--- src/rtl/pipe_adder_pkg.sv ---
// pipe_adder_pkg: shared definitions for the pipelined adder.
//   DEF_WIDTH / DEF_STAGES : default operand width and pipeline depth
//   chunk_of()             : bits handled per pipeline segment
//   sat_max() / sat_min()  : signed saturation limits for a given width,
//                            used when PIPE_ADDER_SAT_EN is defined
package pipe_adder_pkg;

  localparam int unsigned DEF_WIDTH  = 16;
  localparam int unsigned DEF_STAGES = 4;
  localparam int unsigned MAX_WIDTH  = 64;

  localparam logic [MAX_WIDTH-1:0] ONE = {{(MAX_WIDTH-1){1'b0}}, 1'b1};

  function automatic int unsigned chunk_of(input int unsigned width,
                                           input int unsigned stages);
    return width / stages;
  endfunction

  // 0x7F..F in the low `width` bits
  function automatic logic [MAX_WIDTH-1:0] sat_max(input int unsigned width);
    return (ONE << (width - 1)) - ONE;
  endfunction

  // 0x80..0 in the low `width` bits
  function automatic logic [MAX_WIDTH-1:0] sat_min(input int unsigned width);
    return ONE << (width - 1);
  endfunction

endpackage

--- src/rtl/pipe_adder_chunk.sv ---
// adder_chunk: CHUNK-bit ripple-carry adder built from full-adder cells.
//   a, b   : CHUNK-bit operands
//   ci     : carry in
//   sum    : CHUNK-bit sum
//   co     : carry out of the top bit
//   c_msb  : carry into the top bit (for signed overflow detection)
module adder_chunk
  import pipe_adder_pkg::*;
#(
  parameter int unsigned CHUNK = chunk_of(DEF_WIDTH, DEF_STAGES)
) (
  input  logic [CHUNK-1:0] a,
  input  logic [CHUNK-1:0] b,
  input  logic             ci,
  output logic [CHUNK-1:0] sum,
  output logic             co,
  output logic             c_msb
);

  logic [CHUNK:0] c;

  assign c[0] = ci;

  for (genvar i = 0; i < CHUNK; i++) begin : g_cell
    assign sum[i]   = a[i] ^ b[i] ^ c[i];
    assign c[i + 1] = (a[i] & b[i]) | (c[i] & (a[i] ^ b[i]));
  end

  assign co    = c[CHUNK];
  assign c_msb = c[CHUNK-1];

endmodule

--- src/rtl/pipe_adder.sv ---
// pipe_adder: WIDTH-bit add/subtract split into STAGES registered
// carry-chain segments with valid/ready handshakes on both sides.
//   clk, reset_n         : clock (rising edge), async active-low reset
//   in_valid / in_ready  : operand handshake (a, b, sub)
//   sub                  : 0 = a+b, 1 = a-b
//   out_valid / out_ready: result handshake (sum, co, ovf)
//   co                   : carry out of MSB (for sub: 1 = no borrow)
//   ovf                  : two's-complement signed overflow
// Optional macro PIPE_ADDER_SAT_EN: saturate sum to the signed limits
// whenever ovf=1 (ovf and co unchanged).
module pipe_adder
  import pipe_adder_pkg::*;
#(
  parameter int unsigned WIDTH  = DEF_WIDTH,
  parameter int unsigned STAGES = DEF_STAGES
) (
  input  logic             clk,
  input  logic             reset_n,
  input  logic             in_valid,
  output logic             in_ready,
  input  logic [WIDTH-1:0] a,
  input  logic [WIDTH-1:0] b,
  input  logic             sub,
  output logic             out_valid,
  input  logic             out_ready,
  output logic [WIDTH-1:0] sum,
  output logic             co,
  output logic             ovf
);

  localparam int unsigned CHUNK = chunk_of(WIDTH, STAGES);

`ifdef PIPE_ADDER_SAT_EN
  localparam logic [MAX_WIDTH-1:0] SAT_MAX_FULL = sat_max(WIDTH);
  localparam logic [MAX_WIDTH-1:0] SAT_MIN_FULL = sat_min(WIDTH);
  localparam logic [WIDTH-1:0]     SAT_MAX      = SAT_MAX_FULL[WIDTH-1:0];
  localparam logic [WIDTH-1:0]     SAT_MIN      = SAT_MIN_FULL[WIDTH-1:0];
`endif

  // A held result freezes every stage, so bubbles are never squeezed out.
  logic stall;
  assign stall    = out_valid & ~out_ready;
  assign in_ready = ~stall;

  for (genvar k = 0; k < STAGES; k++) begin : g_stage
    logic             src_v;
    logic             src_c;
    logic [WIDTH-1:0] src_a;
    logic [WIDTH-1:0] src_b;
    logic [WIDTH-1:0] src_s;
    logic [CHUNK-1:0] ch_s;
    logic             ch_c;
    logic             ch_m;
    logic [WIDTH-1:0] nxt_s;

    // Stage 0 folds subtraction into inverted B plus carry-in; later
    // stages take the beat from the previous stage register.
    if (k == 0) begin : g_src
      assign src_v = in_valid;
      assign src_a = a;
      assign src_b = sub ? ~b : b;
      assign src_s = '0;
      assign src_c = sub;
    end else begin : g_src
      assign src_v = g_stage[k-1].g_fwd.q_v;
      assign src_a = g_stage[k-1].g_fwd.q_a;
      assign src_b = g_stage[k-1].g_fwd.q_b;
      assign src_s = g_stage[k-1].g_fwd.q_s;
      assign src_c = g_stage[k-1].g_fwd.q_c;
    end

    adder_chunk #(.CHUNK(CHUNK)) u_chunk (
      .a     (src_a[k*CHUNK +: CHUNK]),
      .b     (src_b[k*CHUNK +: CHUNK]),
      .ci    (src_c),
      .sum   (ch_s),
      .co    (ch_c),
      .c_msb (ch_m)
    );

    always_comb begin
      nxt_s                   = src_s;
      nxt_s[k*CHUNK +: CHUNK] = ch_s;
    end

    if (k < STAGES - 1) begin : g_fwd
      logic             q_v;
      logic             q_c;
      logic [WIDTH-1:0] q_a;
      logic [WIDTH-1:0] q_b;
      logic [WIDTH-1:0] q_s;
      logic             unused_cm;

      // Carry into the chunk MSB only matters at the true MSB.
      assign unused_cm = ch_m;

      always_ff @(posedge clk or negedge reset_n) begin
        if (!reset_n) begin
          q_v <= 1'b0;
          q_c <= 1'b0;
          q_a <= '0;
          q_b <= '0;
          q_s <= '0;
        end else if (!stall) begin
          q_v <= src_v;
          q_c <= ch_c;
          q_a <= src_a;
          q_b <= src_b;
          q_s <= nxt_s;
        end
      end
    end else begin : g_last
      logic             q_v;
      logic             q_c;
      logic             q_ovf;
      logic [WIDTH-1:0] q_s;
      logic             ovf_d;
      logic [WIDTH-1:0] res_s;
      logic             unused_ops;

      assign ovf_d      = ch_c ^ ch_m;
      assign unused_ops = ^{src_a, src_b};

`ifdef PIPE_ADDER_SAT_EN
      // On overflow both effective operands share A's sign, which
      // therefore gives the overflow direction.
      assign res_s = ovf_d ? (src_a[WIDTH-1] ? SAT_MIN : SAT_MAX) : nxt_s;
`else
      assign res_s = nxt_s;
`endif

      always_ff @(posedge clk or negedge reset_n) begin
        if (!reset_n) begin
          q_v   <= 1'b0;
          q_c   <= 1'b0;
          q_ovf <= 1'b0;
          q_s   <= '0;
        end else if (!stall) begin
          q_v   <= src_v;
          q_c   <= ch_c;
          q_ovf <= ovf_d;
          q_s   <= res_s;
        end
      end
    end
  end

  assign out_valid = g_stage[STAGES-1].g_last.q_v;
  assign sum       = g_stage[STAGES-1].g_last.q_s;
  assign co        = g_stage[STAGES-1].g_last.q_c;
  assign ovf       = g_stage[STAGES-1].g_last.q_ovf;

endmodule

--- config.mk ---
export PLATFORM = sky130hd
export DESIGN_NAME = pipe_adder
export DESIGN_NICKNAME = d
export VERILOG_FILES = /design/src/rtl/pipe_adder_pkg.sv /design/src/rtl/pipe_adder_chunk.sv /design/src/rtl/pipe_adder.sv
export SDC_FILE = /design/constraint.sdc
export NUM_CORES = 1
export LEC_CHECK = 0
export ABC_CLOCK_PERIOD_IN_PS = 4200
export BUFFER_PORTS_ARGS = -buffer_cell sky130_fd_sc_hd__buf_4
export CAP_MARGIN = 20
export CORE_MARGIN = 3
export CORE_UTILIZATION = 35
export CTS_CLUSTER_DIAMETER = 60
export DETAILED_ROUTE_END_ITERATION = 16
export GPL_TIMING_DRIVEN = 0
export SLEW_MARGIN = 30
export SYNTH_ARGS = -nofsm -noshare
export SYNTH_HDL_FRONTEND = slang
export SYNTH_HIERARCHICAL = 1
export SYNTH_SLANG_ARGS = --single-unit
--- constraint.sdc ---
create_clock -name clk -period 4.2 [get_ports clk]
set_clock_uncertainty 0.15 [all_clocks]
set_input_delay 0.21 -clock clk [delete_from_list [all_inputs] [get_ports clk]]
set_output_delay 0.21 -clock clk [all_outputs]
set_load 0.01 [all_outputs]
==> metrics.cfg <==
[logic_synthesis]
synth_edf_count = 0
syn_nets = 327
synth.top_cell.area_share = 0.572
async_flop_share = 1.00
synth_area_leader_cell = dfrtp_1
synth_common_cells = dfrtp_1, mux2_2, inv_1
synthDistinctLibCells = 12
synthesis.instances = 274
syn_avg_cell_area_um2 = 15.5
yosysMostFrequentCell = dfrtp_1
yosys-top-cells-area = dfrtp_1, mux2_2, fa_1
ys.flop_type = dfrtp_1
ys_ff_latch = 97
synth_area_um2 = 4250
ys_warn_count = 6
ys_seq_area_frac = 0.572

[power_and_ir_drop]
power.density_nw_per_um2 = 702
power.share.switching = 0.290
p_leak_nw = 2.44
p_comb_frac = 0.354
p_seq_frac = 0.427
power_frac_clock = 0.219
internal-power_mw = 2.64
peakVddDrop_uv = 222
switchingPower_mw = 1.08

[critical_path]
worstReg2RegEnd = sum[15]
crit_path_start = sub
crit_arrival_ps = 2850
r2r_slack_ps = 1810
crit_path_max_fanout = 10
start_kind = input pin
path_class = in -> reg
cp-endpoint = g_stage[0].g_fwd.q_s[3]
end_kind = register
r2r-start = g_stage[2].g_fwd.q_a[12]
required_ps = 4270
ff2ff_path_depth = 7

[global_route]
grt-ovfl-total = 0
track_usage = 0.116
grt_pass1_wl_um = 11900
grt_start_max_net_pins = 98
antenna_found_initial = 0
grt_pass1_vias = 2410

[cts]
cts_max_path_buffers = 2
root_buffer = clkbuf_16
cts_buffers = 9
clk_pin_slew_ps = 60
clk-insertion-delay-late_ps = 330
htree_levels = 3
clock_sinks = 97
postCtsResizedCells = 0
cts_tree = yes

[cells_and_area]
layout-drive-gt1-share = 0.503
fin_cells = 503
antenna_cells = 0
postLayoutCellArea_um2 = 5290
area_growth_pct = 24.5
nNetsFinal = 408

[detailed_routing]
wl_per_cell_um = 14.2
viasPerCell = 4.43
wirelength_um = 7150
first_iter_violations = 56
drtAntennaViolNets = 0
drc = 0
vias = 2226
firstDrtPassIters = 4

[timing]
whs_ps = 119
max-slew-margin-rel = 0.422
fin_setup_tns_ps = 0
final-setup-viol-count = 0
report.final.slew_viol_count = 0
rsz0062_at_grt = no
finalHoldViolCount = 0
max_freq_mhz = 360
fin_crit_sh = 0.662
tightest_slew_ps = 868
worst_slack_ps = 1420
period_needed_ps = 2780

[floorplanning]
die_w_um = 116
initial_core_util = 0.366
dieHeight_um = 116
core_um2 = 11600
rows = 39
die_area_um2 = 13500
pin_count = 57

[hold_path]
hp-class = in -> reg
worstHoldPathCells = 3

[status]
outcome = complete, no violations

[placed_design]
dpl.hpwl_um = 5130
dpl_cell_area_um2 = 4850
placed_cells = 473
io_buffer_count = 56
dp_slack_ps = 1060
place_congestion = 0.722

[flow_run]
cap_violations = 0

==> placed cells by master (no fill, tap or decap) <==
cell           instances
nor2b_2                1
nand2b_1               1
xor2_1                17
buf_4                 56
fa_1                  16
mux2_4                 8
clkbuf_16              9
clkbuf_8               1
dfrtp_1               97
inv_2                  1
inv_6                  1
inv_1                 32
buf_2                  7
clkbuf_1               2
clkinv_2               1
dlygate4sd3_1         14
bufinv_16              1
clkinvlp_4             1
mux2_2                88
buf_6                  6
==> layer usage <==
layer / vias up / track usage / routed length [µm]
li1: 1058 / - / -
met5: - / 0 / 0
met2: 34 / 0.191 / 3520
met3: 7 / 0.0218 / 247
met4: 0 / 0.0487 / 97
met1: 1127 / 0.152 / 3290
==> metrics by stage <==
step | power [mW] | util
floorplan | 2.50 | -
global placement | 2.89 | 0.417
detailed placement | 2.94 | 0.417
CTS | 3.78 | 0.455
global route | 4.00 | 0.455
finish | 3.71 | 0.455
==> kinds of logic after synthesis <==
| logic type | synth area share |
|---|---|
| simple gates | 0.00354 |
| mux | 0.262 |
| xor+xnor | 0.0351 |
| fa+ha+maj | 0.0755 |
| buf+inv | 0.0525 |
| flops | 0.572 |
==> area by class of cell <==
| type | instances | area (µm²) |
|---|---|---|
| clock inverters | 4 | 51.3 |
| inverters | 33 | 124 |
| repair buffers | 70 | 564 |
| multi-input cells | 131 | 1600 |
| plain buffers | 13 | 98.8 |
| well taps | 143 | 179 |
| fillers | 1063 | 6330 |
| clock buffers | 12 | 246 |
| flip-flops and latches | 97 | 2430 |
==> timing repair <==
action	4_1_cts	5_1_grt
setup buffers	0	0
endpoints found under the hold margin	110	0
hold buffers	14	0
==> worst max-delay path, stage by stage <==
cell	delay [ps]
buf_4	90
buf_4	180
buf_2	320
xor2_1	220
fa_1	210
inv_1	60
fa_1	400
fa_1	390
inv_1	80
fa_1	410
mux2_2	270
==> power groups by stage <==
stage / sequential, mW / clock, mW / combinational (mW)
6_report: 1.59 / 0.812 / 1.31
3_5_place_dp: 1.61 / 0 / 1.33
2_1_floorplan: 1.58 / 0 / 0.919
4_1_cts: 1.60 / 0.834 / 1.35
5_1_grt: 1.65 / 0.873 / 1.48
3_3_place_gp: 1.60 / 0 / 1.29
==> registers in the layout, summed over array words and instances (netlist names) <==
register,count
co,1
g_stage.g_fwd.q_a,24
g_stage.g_fwd.q_b,24
g_stage.g_fwd.q_c,3
g_stage.g_fwd.q_s,24
g_stage.g_fwd.q_v,3
out_valid,1
ovf,1
sum,16
==> worst min path at each step <==
stage / to / slack [ps] / from
2_1_floorplan: co / -240 / reset_n
3_3_place_gp: out_valid / 290 / g_stage[2].g_fwd.q_v
3_5_place_dp: g_stage[1].g_fwd.q_a[13] / 210 / reset_n
4_1_cts: g_stage[0].g_fwd.q_b[15] / 110 / b[15]
5_1_grt: g_stage[0].g_fwd.q_b[15] / 120 / b[15]
6_report: g_stage[0].g_fwd.q_b[15] / 120 / b[15]
No activity file was read; power rests on OpenSTA's default activity.
